==> config.mk <==
export PLATFORM = sky130hd
export DESIGN_NAME = onehot_serial_encoder_flat
export DESIGN_NICKNAME = d
export VERILOG_FILES = /design/src/rtl/onehot_serial_encoder_pkg.sv /design/src/rtl/onehot_serial_encoder_if.sv /design/src/rtl/onehot_serial_encoder_rot_ffs.sv /design/src/rtl/onehot_serial_encoder.sv /design/src/flat_wrapper.sv
export SDC_FILE = /design/constraint.sdc
export NUM_CORES = 1
export LEC_CHECK = 0
export BUFFER_PORTS_ARGS = -buffer_cell sky130_fd_sc_hd__buf_2
export CAP_MARGIN = 0
export CORE_ASPECT_RATIO = 0.5
export CORE_MARGIN = 8
export CORE_UTILIZATION = 30
export CTS_BUF_LIST = sky130_fd_sc_hd__clkbuf_2
export DETAILED_ROUTE_END_ITERATION = 10
export HOLD_SLACK_MARGIN = 0.08
export PLACE_DENSITY_LB_ADDON = 0.25
export SLEW_MARGIN = 20
export SYNTH_ARGS = -nofsm -noshare
export SYNTH_HDL_FRONTEND = slang
export SYNTH_SLANG_ARGS = --single-unit
==> constraint.sdc <==
create_clock -name clk -period 5.5 [get_ports clk]
set_input_delay 1.1 -clock clk [delete_from_list [all_inputs] [get_ports clk]]
set_output_delay 1.1 -clock clk [all_outputs]
set_load 0.005 [all_outputs]
==> src/rtl/onehot_serial_encoder_pkg.sv <==
// Shared types and helpers for the one-hot serial encoder.
// The helper functions work on a fixed maximum width so that a single
// non-parametrised package can serve every instance size. Callers
// zero-extend their operands to MAX_N bits and truncate the results.
package onehot_enc_pkg;

  // Largest request vector any instance may use.
  localparam int MAX_N  = 64;
  // Width of a popcount over MAX_N bits.
  localparam int MAX_CW = 7;

  // Controller states. IDLE accepts vectors. DRAIN streams indices.
  typedef enum logic [0:0] {
    IDLE  = 1'b0,
    DRAIN = 1'b1
  } state_e;

  // Number of set bits in a (zero-extended) request vector.
  function automatic logic [MAX_CW-1:0] popcount(input logic [MAX_N-1:0] v);
    logic [MAX_CW-1:0] c;
    c = '0;
    for (int i = 0; i < MAX_N; i++) begin
      c = c + MAX_CW'(v[i]);
    end
    return c;
  endfunction

  // Advance an index by one.
  // Wraps explicitly so that non-power-of-2 sizes never reach index n.
  function automatic logic [31:0] wrap_inc(input logic [31:0] idx, input logic [31:0] n);
    logic [31:0] nxt;
    nxt = idx + 32'd1;
    return (nxt >= n) ? 32'd0 : nxt;
  endfunction

endpackage

==> src/rtl/onehot_serial_encoder_if.sv <==
// Request-in / index-out bundle for onehot_serial_encoder.
//
// Handshake rule, for both the request side and the index side:
// - A transfer happens on a rising clock edge where valid and ready are both high.
// - A source holds valid and its payload stable until that edge.
// - Ready never depends on valid within the same cycle.
interface onehot_serial_encoder_if #(
  parameter int N = 8
);
  localparam int W = $clog2(N);

  logic [N-1:0] req_vec_i;
  logic         req_valid_i;
  logic         req_ready_o;
  logic [W-1:0] idx_o;
  logic         idx_valid_o;
  logic         idx_ready_i;
  logic         idx_last_o;
  logic         multi_o;
  logic [W:0]   cnt_o;
  logic         err_zero_o;

  // The encoder side.
  modport slave (
    input  req_vec_i, req_valid_i, idx_ready_i,
    output req_ready_o, idx_o, idx_valid_o, idx_last_o, multi_o, cnt_o, err_zero_o
  );

  // The side that supplies vectors and consumes indices.
  modport master (
    output req_vec_i, req_valid_i, idx_ready_i,
    input  req_ready_o, idx_o, idx_valid_o, idx_last_o, multi_o, cnt_o, err_zero_o
  );

endinterface

==> src/rtl/onehot_serial_encoder_rot_ffs.sv <==
// Rotated find-first-set.
// Returns the first set bit of vec at or above ptr. If no such bit
// exists, the search wraps around and returns the lowest set bit of the
// whole vector. With ptr tied to 0 this reduces to plain
// lowest-index priority.
module rot_ffs #(
  parameter int N = 8
) (
  input  logic [N-1:0]         vec,
  input  logic [$clog2(N)-1:0] ptr,
  output logic [$clog2(N)-1:0] idx,
  output logic                 any
);
  localparam int W = $clog2(N);

  logic [N-1:0] upper;
  logic [W-1:0] idx_up;
  logic [W-1:0] idx_all;

  // Two lowest-set-bit scans: one over the bits at/above ptr, one over everything.
  always_comb begin
    upper   = vec & ({N{1'b1}} << ptr);
    idx_up  = '0;
    idx_all = '0;
    for (int i = N - 1; i >= 0; i--) begin
      if (upper[i]) idx_up  = W'(i);
      if (vec[i])   idx_all = W'(i);
    end
    any = |vec;
    idx = (|upper) ? idx_up : idx_all;
  end

endmodule

==> src/rtl/onehot_serial_encoder.sv <==
// Clocked, parametrised successor to the 8-to-3 one-hot encoder.
//
// Operation:
// - A request vector (one-hot, multi-hot or zero) is accepted in IDLE.
// - Its set bit positions are then streamed out one index per handshake.
// - The order is lowest-first, or round-robin when RR_MODE = 1.
// - A zero vector produces a one-cycle err_zero pulse instead of a drain.
//
// Every output is a register, or a decode of the state register, so no
// input reaches an output combinationally. The next index is chosen from
// the next-state pending mask, so it is ready the cycle after the
// accept or handshake that produced it.
module onehot_serial_encoder
  import onehot_enc_pkg::*;
#(
  parameter int N       = 8,
  parameter bit RR_MODE = 1'b0
) (
  input  logic                       clk,
  input  logic                       rst_n,
  onehot_serial_encoder_if.slave     bus,
  output logic [0:0]                 state_dbg_o
);
  localparam int W = $clog2(N);

  localparam logic [0:0] S_IDLE  = IDLE;
  localparam logic [0:0] S_DRAIN = DRAIN;

  logic [0:0]   state_q, state_d;
  logic [N-1:0] pend_q, pend_d;
  logic [W-1:0] rr_q, rr_d;

  logic [W-1:0] idx_q;
  logic         idx_valid_q;
  logic         idx_last_q;
  logic         multi_q;
  logic [W:0]   cnt_q;
  logic         err_zero_q;

  logic         accept;
  logic         fire;
  logic         vec_zero;
  logic [W:0]   vec_cnt;
  logic [W:0]   pend_cnt;
  logic [W-1:0] search_ptr;
  logic [W-1:0] sel_idx;
  logic         sel_any;
  logic         drain_d;

  assign accept   = (state_q == S_IDLE) && bus.req_valid_i;
  assign fire     = idx_valid_q && bus.idx_ready_i;
  assign vec_zero = (bus.req_vec_i == '0);
  assign vec_cnt  = (W+1)'(popcount(MAX_N'(bus.req_vec_i)));
  assign pend_cnt = (W+1)'(popcount(MAX_N'(pend_d)));

  // Next state, pending mask and round-robin pointer.
  always_comb begin
    state_d = state_q;
    pend_d  = pend_q;
    rr_d    = rr_q;
    case (state_q)
      S_IDLE: begin
        if (accept && !vec_zero) begin
          pend_d  = bus.req_vec_i;
          state_d = S_DRAIN;
        end
      end
      S_DRAIN: begin
        if (fire) begin
          pend_d = pend_q & ~(N'(1) << idx_q);
          if (RR_MODE) rr_d = W'(wrap_inc(32'(idx_q), 32'(N)));
          if (idx_last_q) state_d = S_IDLE;
        end
      end
      default: state_d = S_IDLE;
    endcase
  end

  // Fixed priority always searches from bit 0. Round-robin searches from the slot after the last grant.
  assign search_ptr = RR_MODE ? rr_d : '0;
  assign drain_d    = (state_d == S_DRAIN);

  rot_ffs #(
    .N(N)
  ) u_rot_ffs (
    .vec(pend_d),
    .ptr(search_ptr),
    .idx(sel_idx),
    .any(sel_any)
  );

  // Controller state: FSM, pending bits and round-robin pointer.
  always_ff @(posedge clk or negedge rst_n) begin
    if (!rst_n) begin
      state_q <= S_IDLE;
      pend_q  <= '0;
      rr_q    <= '0;
    end else begin
      state_q <= state_d;
      pend_q  <= pend_d;
      rr_q    <= rr_d;
    end
  end

  // Registered outputs. Under backpressure the recomputed selection equals the held one.
  always_ff @(posedge clk or negedge rst_n) begin
    if (!rst_n) begin
      idx_q       <= '0;
      idx_valid_q <= 1'b0;
      idx_last_q  <= 1'b0;
      multi_q     <= 1'b0;
      cnt_q       <= '0;
      err_zero_q  <= 1'b0;
    end else begin
      idx_valid_q <= drain_d && sel_any;
      idx_q       <= drain_d ? sel_idx : '0;
      idx_last_q  <= drain_d && (pend_cnt == (W+1)'(1));
      err_zero_q  <= accept && vec_zero;
      if (accept) begin
        cnt_q   <= vec_cnt;
        multi_q <= (vec_cnt > (W+1)'(1));
      end
    end
  end

  assign bus.req_ready_o = (state_q == S_IDLE);
  assign bus.idx_o       = idx_q;
  assign bus.idx_valid_o = idx_valid_q;
  assign bus.idx_last_o  = idx_last_q;
  assign bus.multi_o     = multi_q;
  assign bus.cnt_o       = cnt_q;
  assign bus.err_zero_o  = err_zero_q;
  assign state_dbg_o     = state_q;

endmodule
==> src/flat_wrapper.sv <==
// flat-port wrapper written by rule: the top's interface ports become plain ports
module onehot_serial_encoder_flat import onehot_enc_pkg::*;
#(
  parameter int N       = 8,
  parameter bit RR_MODE = 1'b0
)
  (clk, rst_n, state_dbg_o, bus_req_vec_i, bus_req_valid_i, bus_idx_ready_i, bus_req_ready_o, bus_idx_o, bus_idx_valid_o, bus_idx_last_o, bus_multi_o, bus_cnt_o, bus_err_zero_o);
  onehot_serial_encoder_if #(.N(N)) bus_i ();
  input  logic clk;
  input  logic rst_n;
  output logic [0:0] state_dbg_o;
  input wire logic [$bits(bus_i.req_vec_i)-1:0] bus_req_vec_i;
  input wire logic [$bits(bus_i.req_valid_i)-1:0] bus_req_valid_i;
  input wire logic [$bits(bus_i.idx_ready_i)-1:0] bus_idx_ready_i;
  output wire logic [$bits(bus_i.req_ready_o)-1:0] bus_req_ready_o;
  output wire logic [$bits(bus_i.idx_o)-1:0] bus_idx_o;
  output wire logic [$bits(bus_i.idx_valid_o)-1:0] bus_idx_valid_o;
  output wire logic [$bits(bus_i.idx_last_o)-1:0] bus_idx_last_o;
  output wire logic [$bits(bus_i.multi_o)-1:0] bus_multi_o;
  output wire logic [$bits(bus_i.cnt_o)-1:0] bus_cnt_o;
  output wire logic [$bits(bus_i.err_zero_o)-1:0] bus_err_zero_o;
  assign bus_i.req_vec_i = bus_req_vec_i;
  assign bus_i.req_valid_i = bus_req_valid_i;
  assign bus_i.idx_ready_i = bus_idx_ready_i;
  assign bus_req_ready_o = bus_i.req_ready_o;
  assign bus_idx_o = bus_i.idx_o;
  assign bus_idx_valid_o = bus_i.idx_valid_o;
  assign bus_idx_last_o = bus_i.idx_last_o;
  assign bus_multi_o = bus_i.multi_o;
  assign bus_cnt_o = bus_i.cnt_o;
  assign bus_err_zero_o = bus_i.err_zero_o;
  onehot_serial_encoder #(.N(N), .RR_MODE(RR_MODE)) u_core (.clk(clk), .rst_n(rst_n), .bus(bus_i), .state_dbg_o(state_dbg_o));
endmodule
==> impl_metrics.toml <==
[setup_path]
cp_max_fo = 10
crit_path_cell_trace = "buf_2 > inv_1 > ha_1 > nor4b_4 > a21oi_4 > o21ai_1 > inv_1 > ha_1 > inv_1 > fa_1 > fa_1 > fa_1 > fa_1 > a2111oi_0 > a21oi_1 > nor4b_1"
cp_slowest_cell = "fa_1"
end_kind = "flop"
worstPathArrival_ns = 5.27
r2r-start = "u_core.state_dbg_o"
worstPathRequired_ns = 5.74
critPathKind = "input pin to flop"
r2r_end = "u_core.bus.idx_last_o"
cpMostUsedCell = "fa_1"
critPathLaunch = "bus_req_vec_i[0]"
reg2reg_slack_ns = 0.99
reg2reg_depth = 14
crit_end = "u_core.bus.idx_last_o"
cpPeakStageDelay_ns = 0.53
worstSetupStartpointType = "input pin"

[clocking]
cts.clk_slew.worst_paths_ns = 0.21
cts_hold_buf = 0
clk_path_buf_depth = 2
tritoncts = "yes"
cts.repair.resized = 0
cts-buffers-inserted = 3
clk_latency_ns = 0.32
root_buffer = "clkbuf_2"
post_cts_buffers = 0
cts.sink_count = 20
cts_htree_levels = 1

[floorplan]
dieArea_um2 = 6990
die_h_um = 63.3
start_util_pct = 30.9
core_um2 = 4340
ios = 25
die_w_um = 111
rows = 17

[synth]
ys_async_sr_fraction_pct = 100
ys_seq_elements = 20
synth-edff-count = 0
synth_cell_type_count = 38
syn_area_per_cell_um2 = 9.93
synth_area_um2 = 1340
synth_top_area_share_pct = 37.3
syn-num-nets = 163
yosys-top-cells-area = "dfrtp_1 37%, fa_1 12%, ha_1 7.5%, inv_1 7.0%, nand2_1 4.8%"
synth_top_cell_by_area = "dfrtp_1"
synth_ff_type = "dfrtp_1"
syn_inst = 135
yosysWarnings = 0
synth-seq-area-share_pct = 37.3

[global_route]
grt_pass1_vias = 1053
grt_pass1_wl_mm = 4.94
antenna_found_initial = 0
gr-usage-all-layers_pct = 8.48
grt_max_degree = 21
grt_overflow = 0

[hold_path]
hold_class = "flop to flop"

[detailed_routing]
route.met3.wl_um = 95
routed-via-count = 983
initialDrtViolationCount = 31
dr_wl_met2_mm = 1.36
wl_per_cell_um = 12.7
drt_drc_violations_left = 0
vias_per_cell = 4.49
top_layer = "met4"
antenna_left = 0
dr.pass1.iters = 4
wl_met1_mm = 1.28
drt-total-wl_mm = 2.78

[run]
cap_violations = 0

[sta]
fin_tns_setup_ns = 0
hold_viol_final = 0
drv_slew = 0
rsz0062_at_grt = "false"
max_freq_mhz = 199
relSlewSlack_pct = 69.1
min_period_ns = 5.03
clock_skew_ns = 0.00644
worst_pin_slew_ns = 0.463
setup_viol = 0
finalCritPeriodShare_pct = 91.4

[finish]
finalInstanceArea_um2 = 1570
area_growth_pct = 17.1
nNetsFinal = 191
diodes = 0
drive_gt1_share_pct = 25.9
nFillCells = 461

[outcome]
status = "complete, no violations"

[power]
vdd_ir_drop_max_mv = 0.180
power.density_nw_per_um2 = 587
power_leakage_nw = 0.782

[placed_design]
placed_area_um2 = 1520
place_congestion = 0.836
dp_hpwl_mm = 2.34
numPortBuffers = 24
==> critical path: cells and delay by family <==
kind                     cells  cell delay, ns
adder cells (fa/ha/maj)      6            2.33
AO/OA/AOI/OAI                4            0.95
AND/OR/NAND/NOR              2            0.55
buffers and inverters        4            0.33
==> logic make-up (layout without fill, tap and decap cells) <==
| kind of cell | count (synthesis) | after routing | synth area share, % |
|---|---|---|---|
| xor gates and xnor gates | 1 | 1 | 0.654 |
| adders and majority gates | 16 | 16 | 19.4 |
| DFF | 20 | 20 | 37.3 |
| buffers and inverters | 29 | 56 | 8.68 |
| AOI/OAI and AO/OA | 31 | 31 | 18.1 |
| and+or+nand+nor | 38 | 38 | 15.8 |
==> where the power goes <==
group | total [mW] | leakage, nW | internal [mW] | switching (mW)
clock | 0.112 | 0.0266 | 0.0627 | 0.0492
sequential | 0.246 | 0.249 | 0.209 | 0.0367
combinational | 0.562 | 0.506 | 0.252 | 0.310
==> layout make-up <==
cell class / count / area [µm²] / share of cell area (%)
multi-input combinational: 86 / 723 / 46.1
tap: 57 / 71.3 / 4.55
inverter: 27 / 101 / 6.46
clock inverter: 1 / 30.0 / 1.91
timing repair buffer: 25 / 128 / 8.13
clock buffer: 3 / 15.0 / 0.957
sequential: 20 / 500 / 31.9
==> Yosys cell counts (all sizes together) (3+ instances only) <==
cell and count:
nor2 4, inv 27, nand2b 3, dfrtp 20, a21oi 7, fa 8
nand3 5, o211ai 3, o21ai 12, nand2 17, ha 8
==> layout by cell type (no fill, tap or decap), types with 2 or more instances in the layout <==
master,instances
inv_2,2
fa_1,8
o211ai_1,2
nand2_1,17
nand3_1,5
inv_1,25
buf_2,24
o21ai_0,8
o31ai_1,2
clkbuf_2,3
a21oi_1,5
o21ai_1,3
nor2_1,4
dfrtp_1,20
nand2b_1,2
ha_1,8
==> state kept, by name (all words and copies together), names as in the netlist <==
name	flops
u_core.bus.multi_o	1
u_core.state_dbg_o	1
u_core.bus.idx_valid_o	1
u_core.bus.idx_o	3
u_core.pend_q	8
u_core.bus.cnt_o	4
u_core.bus.idx_last_o	1
u_core.bus.err_zero_o	1
==> stage by stage <==
stage	util [%]	setup slack, ns	std cells	power (mW)	hold WS (ns)
2_1_floorplan	-	0.564	135	0.667	0.467
4_1_cts	36.2	0.475	219	0.942	0.510
6_report	36.2	0.472	219	0.920	0.499
5_1_grt	36.2	0.0867	219	1.04	0.541
3_5_place_dp	35.1	0.114	215	0.828	0.466
3_3_place_gp	35.1	0.238	215	0.806	0.454
==> worst min-delay path by stage <==
| stage | end | from | slack (ns) | cells after the start |
|---|---|---|---|---|
| floorplan | u_core.bus.cnt_o[0] | u_core.bus.cnt_o[0] | 0.47 | 2 |
| global placement | u_core.bus.cnt_o[1] | u_core.bus.cnt_o[1] | 0.45 | 2 |
| detailed placement | u_core.bus.cnt_o[2] | u_core.bus.cnt_o[2] | 0.47 | 2 |
| CTS | u_core.bus.cnt_o[2] | u_core.bus.cnt_o[2] | 0.51 | 2 |
| global route | u_core.bus.cnt_o[2] | u_core.bus.cnt_o[2] | 0.54 | 2 |
| finish | u_core.bus.cnt_o[2] | u_core.bus.cnt_o[2] | 0.50 | 2 |
==> layer usage <==
layer	up-vias	track usage, %
met1	464	10.1
met3	4	2.64
met5	-	0
li1	500	-
met4	0	3.01
met2	15	14.1
(Power assumes the default switching activity.)
